==> src/rtl/trace_plotter.sv <==
// trace_plotter: samples CHANNELS inputs into a DEPTH-entry RAM and draws them as stacked VGA lanes.
// Optional: define TRACE_PLOTTER_TRIGGER_EN to hold capture in ARMED until a rising edge on channelsIn[0].
module trace_plotter #(
  parameter int CHANNELS       = 4,
  parameter int ADDR_WIDTH     = 9,
  parameter int PRESCALE_WIDTH = 15
) (
  input  logic                      clk,
  input  logic                      reset,
  input  logic                      start,
  input  logic                      clear,
  input  logic                      continuous,
  input  logic [PRESCALE_WIDTH-1:0] prescale,
  input  logic [CHANNELS-1:0]       channelsIn,
  input  logic [9:0]                vgaX,
  input  logic [9:0]                vgaY,
  input  logic                      vgaHsync,
  input  logic                      vgaVsync,
  input  logic                      vgaBlank,
  output logic                      r,
  output logic                      g,
  output logic                      b,
  output logic                      hsync,
  output logic                      vsync,
  output logic                      busy,
  output logic                      full
);
  // state   | meaning
  // IDLE    | nothing being captured; trace empty or left from an aborted run
  // ARMED   | waiting for a rising edge on channelsIn[0] (trigger build only)
  // CAPTURE | writing one sample every prescale+1 clocks
  // DONE    | single-shot buffer filled, writes stopped
  typedef enum logic [1:0] {
    IDLE    = 2'd0,
`ifdef TRACE_PLOTTER_TRIGGER_EN
    ARMED   = 2'd1,
`endif
    CAPTURE = 2'd2,
    DONE    = 2'd3
  } state_t;

  localparam int DEPTH = 1 << ADDR_WIDTH;
  localparam logic [ADDR_WIDTH:0] COUNT_FULL = (ADDR_WIDTH+1)'(DEPTH);
  localparam logic [ADDR_WIDTH:0] COUNT_LAST = (ADDR_WIDTH+1)'(DEPTH - 1);

`ifdef TRACE_PLOTTER_TRIGGER_EN
  localparam state_t START_STATE = ARMED;
`else
  localparam state_t START_STATE = CAPTURE;
`endif

  state_t                    state;
  logic [ADDR_WIDTH-1:0]     write_ptr;
  logic [ADDR_WIDTH:0]       count;
  logic [PRESCALE_WIDTH-1:0] prescale_q;
  logic [PRESCALE_WIDTH-1:0] div;
  logic                      cont_q;
  logic                      trig;
  logic                      sampling;
  logic                      wr_en;

  logic [CHANNELS-1:0]       mem [DEPTH];
  logic [CHANNELS-1:0]       rd_word;
  logic [ADDR_WIDTH-1:0]     rd_addr;
  logic [ADDR_WIDTH:0]       disp_count;
  logic [ADDR_WIDTH-1:0]     disp_base;

  logic [10:0]               x_ext;
  logic [2:0]                lane;
  logic [5:0]                row;
  logic                      col_ok;
  logic                      lane_ok;
  logic                      row_ok;
  logic                      vis1;
  logic                      vis2;
  logic [2:0]                lane2;
  logic                      hs2;
  logic                      vs2;
  logic [7:0]                pix_word;
  logic                      pix_bit;
  logic                      unused_y;

`ifdef TRACE_PLOTTER_TRIGGER_EN
  logic ch0_q;
  always_ff @(posedge clk) begin
    if (reset) ch0_q <= 1'b0;
    else       ch0_q <= channelsIn[0];
  end
  // The edge sample itself is written, so the trigger cycle counts as the first capture cycle.
  assign trig = (state == ARMED) && !ch0_q && channelsIn[0];
`else
  assign trig = 1'b0;
`endif

  assign sampling = (state == CAPTURE) || trig;
  assign wr_en    = sampling && (div == '0) && !reset && !clear && !start;

  always_ff @(posedge clk) begin
    if (reset) begin
      state      <= IDLE;
      write_ptr  <= '0;
      count      <= '0;
      full       <= 1'b0;
      busy       <= 1'b0;
      div        <= '0;
      prescale_q <= '0;
      cont_q     <= 1'b0;
    end else if (clear) begin
      state <= IDLE;
      count <= '0;
      full  <= 1'b0;
      busy  <= 1'b0;
    end else if (start) begin
      state      <= START_STATE;
      busy       <= 1'b1;
      write_ptr  <= '0;
      count      <= '0;
      full       <= 1'b0;
      div        <= '0;
      prescale_q <= prescale;
      cont_q     <= continuous;
    end else begin
      if (trig) state <= CAPTURE;
      if (sampling) div <= (div == prescale_q) ? '0 : div + 1'b1;
      if (wr_en) begin
        write_ptr <= write_ptr + 1'b1;
        if (count != COUNT_FULL) count <= count + 1'b1;
        if (count == COUNT_LAST) begin
          full <= 1'b1;
          if (!cont_q) begin
            state <= DONE;
            busy  <= 1'b0;
          end
        end
      end
    end
  end

  // Read-during-write of the same address returns the old word.
  always_ff @(posedge clk) begin
    if (wr_en) mem[write_ptr] <= channelsIn;
    rd_word <= mem[rd_addr];
  end

  always_ff @(posedge clk) begin
    if (reset) begin
      disp_count <= '0;
      disp_base  <= '0;
    end else if (vgaVsync) begin
      disp_count <= count;
      disp_base  <= (cont_q && full) ? write_ptr : '0;
    end
  end

  assign rd_addr  = disp_base + vgaX[ADDR_WIDTH-1:0];
  assign x_ext    = {1'b0, vgaX};
  assign lane     = vgaY[8:6];
  assign row      = vgaY[5:0];
  assign col_ok   = (x_ext < 11'(DEPTH)) && (x_ext < 11'(disp_count));
  assign lane_ok  = {1'b0, lane} < 4'(CHANNELS);
  assign row_ok   = (row >= 6'd8) && (row <= 6'd55);
  assign vis1     = !vgaBlank && col_ok && lane_ok && row_ok;
  assign pix_word = 8'(rd_word);
  assign pix_bit  = pix_word[lane2];
  assign unused_y = vgaY[9];

  always_ff @(posedge clk) begin
    if (reset) begin
      vis2  <= 1'b0;
      lane2 <= '0;
      hs2   <= 1'b0;
      vs2   <= 1'b0;
      r     <= 1'b0;
      g     <= 1'b0;
      b     <= 1'b0;
      hsync <= 1'b0;
      vsync <= 1'b0;
    end else begin
      vis2  <= vis1;
      lane2 <= lane;
      hs2   <= vgaHsync;
      vs2   <= vgaVsync;
      r     <= vis2 && !pix_bit;
      g     <= vis2 && pix_bit;
      b     <= 1'b0;
      hsync <= hs2;
      vsync <= vs2;
    end
  end

endmodule

==> config.mk <==
export PLATFORM = sky130hd
export DESIGN_NAME = trace_plotter
export DESIGN_NICKNAME = d
export VERILOG_FILES = /design/src/rtl/trace_plotter.sv
export SDC_FILE = /design/constraint.sdc
export NUM_CORES = 2
export LEC_CHECK = 0
export ABC_AREA = 0
export BUFFER_PORTS_ARGS = -buffer_cell sky130_fd_sc_hd__buf_4
export CORE_MARGIN = 2
export CORE_UTILIZATION = 45
export DETAILED_ROUTE_END_ITERATION = 16
export HOLD_SLACK_MARGIN = 0.15
export SETUP_SLACK_MARGIN = 0.02
export SLEW_MARGIN = 20
export SYNTH_ARGS = -nofsm -noshare
export SYNTH_HDL_FRONTEND = slang
export SYNTH_SLANG_ARGS = --single-unit
==> constraint.sdc <==
create_clock -name clk -period 7.8 [get_ports clk]
set_input_delay 1.17 -clock clk [delete_from_list [all_inputs] [get_ports clk]]
set_output_delay 1.17 -clock clk [all_outputs]
set_load 0.01 [all_outputs]
==> metrics.txt <==
status=finished, final reports clean; gpl congestion=a little under 0.8; first-pass GRT wire length=about 290000 µm; critical path endpoint category=flip-flop; Yosys top cell by area=edfxtp_1; slowest cell on the critical path=fa_4; Mapped Cells=between 4000 and 5000; total negative setup slack=0 ns; Net count, final=roughly 4400; IO Pins=54; Die H=approximately 440 µm; vias in the first global route=between 40000 and 50000; antenna diode count=0; Root Buffer=clkbuf_16; Slew Limit Fails=0; clk_skew=just under 0.03 ns; data arrival at the endpoint of the critical path=approximately 5.8 ns; synth warn=0; CTS sink count=between 2000 and 2500; asr flop ratio synth=0%; final period utilization=around two thirds; Worst Tran Pin Value=roughly 1.2 ns; H-tree levels=4; synth unique cells=63; PortBufs=48; Clk Latency, worst-skew pair=0.85 ns; Seq/Total Area, Yosys=about three quarters; commonest non-fill, non-tap cells in the layout=2048 x edfxtp_1, 631 x mux4_2, 587 x nor2_1, 211 x clkbuf_16, 151 x nand2_1; Total GRT Usage=approximately a fifth; Worst Setup Start Kind=input pin; VDD IR-drop max=roughly 0.19 mV; worst setup path class=input pin to flip-flop; initial core utilization=45.3%; initial antenna violation count=4; share of cells above drive strength 1=between 20% and 30%; DR vias/cell=roughly 5.8; CP Data Required Time=between 8 and 9 ns; syn nets=about 4300; CTS max path bufs=3; leakage=roughly 29 nW; shortest period the worst path allows=a little over 5 ns; synth top area cells=edfxtp_1 72%, mux4_2 17%, nor2_1 2.6%, dfxtp_1 2.1%, nand2_1 0.72%; Routed WL=198000 µm; PwrDens=approximately 250 nW/µm²; CTS resizes=0; # DRC=0; grt ovf=0; area grow syn2layout=11.7%; DP Wirelength=111000 µm; Filler cells=14800; Min-Delay Path Class=flip-flop to flip-flop; worst-path cell chain=buf_4, ha_4, inv_1, fa_4, buf_12, mux4_2, mux4_2, nand2_1, a21oi_1, a221o_1, o311ai_1, nor4b_1; CTS tree=built; postcts setup bufs=0; hold_buf cts=0; ANT nets after route=0; most frequent CP cell=mux4_2; ys flop type=edfxtp_1; average wire per standard cell=roughly 28 µm; Placement Cell Area=88200 µm²; Synth Register Bits=between 2000 and 2500; Fmax=slightly below 0.2 GHz; post-synth top area share=72.4%; MaxCap Viol Count=0; Die ar.=roughly 190000 µm²; row count=~160; Pre-antenna DRT Iters=6; Mapped Area=around 85000 µm²; Post-synth EDFFs=2048; area of the core=188000 µm²; Reg area=~63000 µm²; pin count of the biggest net entering global routing=about 230; CTS buffer count=around 210; Setup violations, final=0; Detailed Route Iter0 Violations=4091; CP max stage delay=between 1 and 1.5 ns; max_slew headroom=a little over 20%; Worst-path clk slew=0.06 ns; die width=roughly 440 µm; RSZ-0062 raised after global routing=false; area occupied by multi-input gates=between 20000 and 25000 µm²; Synth Area per Inst=around 20 µm²; via count=roughly 41000; crit path max fanout=38; most common cell after layout, fill and taps aside=edfxtp_1; final hold vios=0; Finished Cell Area=roughly 95000 µm²
## stage by stage
step / setup slack, ns / hold slack [ns] / utilization (%) / power [mW] / instances
floorplan: 3.65 / 0.400 / - / 13.4 / 4250
global placement: 1.92 / 0.418 / 47.0 / 13.9 / 6597
detailed placement: 1.87 / 0.424 / 47.0 / 13.9 / 6597
CTS: 2.83 / 0.439 / 50.6 / 23.6 / 6981
global route: 2.60 / 0.464 / 50.6 / 24.1 / 6982
finish: 2.71 / 0.434 / 50.6 / 23.4 / 6982
## cell type report
cell class,count,area share (%)
timing repair buffer,126,1.31
inverter,21,0.0831
clock buffer,268,5.83
clock inverter,116,1.13
multi-input combinational,1821,21.7
sequential,2135,66.7
tap,2495,3.29
## registers in the layout (all words and copies together), names as in the netlist
register    flops
busy            1
cont_q          1
count          10
disp_base       9
disp_count     10
div            15
full            1
g               1
hs2             1
hsync           1
lane2           3
mem          2048
prescale_q     15
r               1
rd_word         4
state           2
vis2            1
vs2             1
vsync           1
write_ptr       9
## cells by family after synthesis
kind of cell               synth area share, %
muxes                                     17.3
adders and majority gates                0.392
xor gates and xnor gates                 0.545
and+or+nand+nor                           4.74
DFF                                       74.4
AOI/OAI and AO/OA                        0.934
other                                  0.00441
buffers and inverters                     1.63
## routing by layer
layer / GRT usage (%) / part of all wire (%)
met3: 4.20 / 7.4
met5: 0 / 0
met1: 30.1 / 43
met4: 5.38 / 2.2
met2: 32.7 / 48
## where the power goes
| part | switching [mW] | total (mW) | internal (mW) |
|---|---|---|---|
| logic | 0.629 | 1.06 | 0.432 |
| registers | 0.00791 | 12.6 | 12.6 |
| clock network | 4.24 | 9.80 | 5.56 |
| total | 4.88 | 23.4 | 18.6 |
## worst paths after layout
kind / startpoint / slack [ns] / cells past startpoint / to
hold / removal: vs2 / 0.43 / 1 / vsync
setup reg to reg: disp_base[0] / 2.80 / 11 / rd_word[0]
setup / recovery: vgaX[0] / 2.71 / 12 / rd_word[0]
hold reg to reg: vs2 / 0.43 / 1 / vsync
## critical path: cells and delay by family
kind,cells,cell delay [ns]
mux,2,0.88
compound gates,3,1.41
fa+ha+maj,2,1.51
buf+inv,3,0.52
simple gates,2,0.22
## Yosys cell counts, types with 6 or more instances
master	count
nor4_1	12
buf_4	20
a21o_1	9
edfxtp_1	2048
a31oi_1	6
or3_1	6
inv_1	21
nand4_1	13
a211oi_1	10
mux4_2	631
xnor2_1	18
xor2_1	33
buf_6	13
nand3_1	42
nand2_1	163
nor2_1	588
buf_1	11
nor2b_1	22
nor2_2	38
ha_1	25
nand2_4	8
mux2i_1	50
nand2b_1	6
o21ai_0	12
buf_2	83
dfxtp_1	87
nor3_1	14
a21oi_1	49
clkbuf_1	145
and3_1	10
No activity file was read; power rests on OpenSTA's default activity.
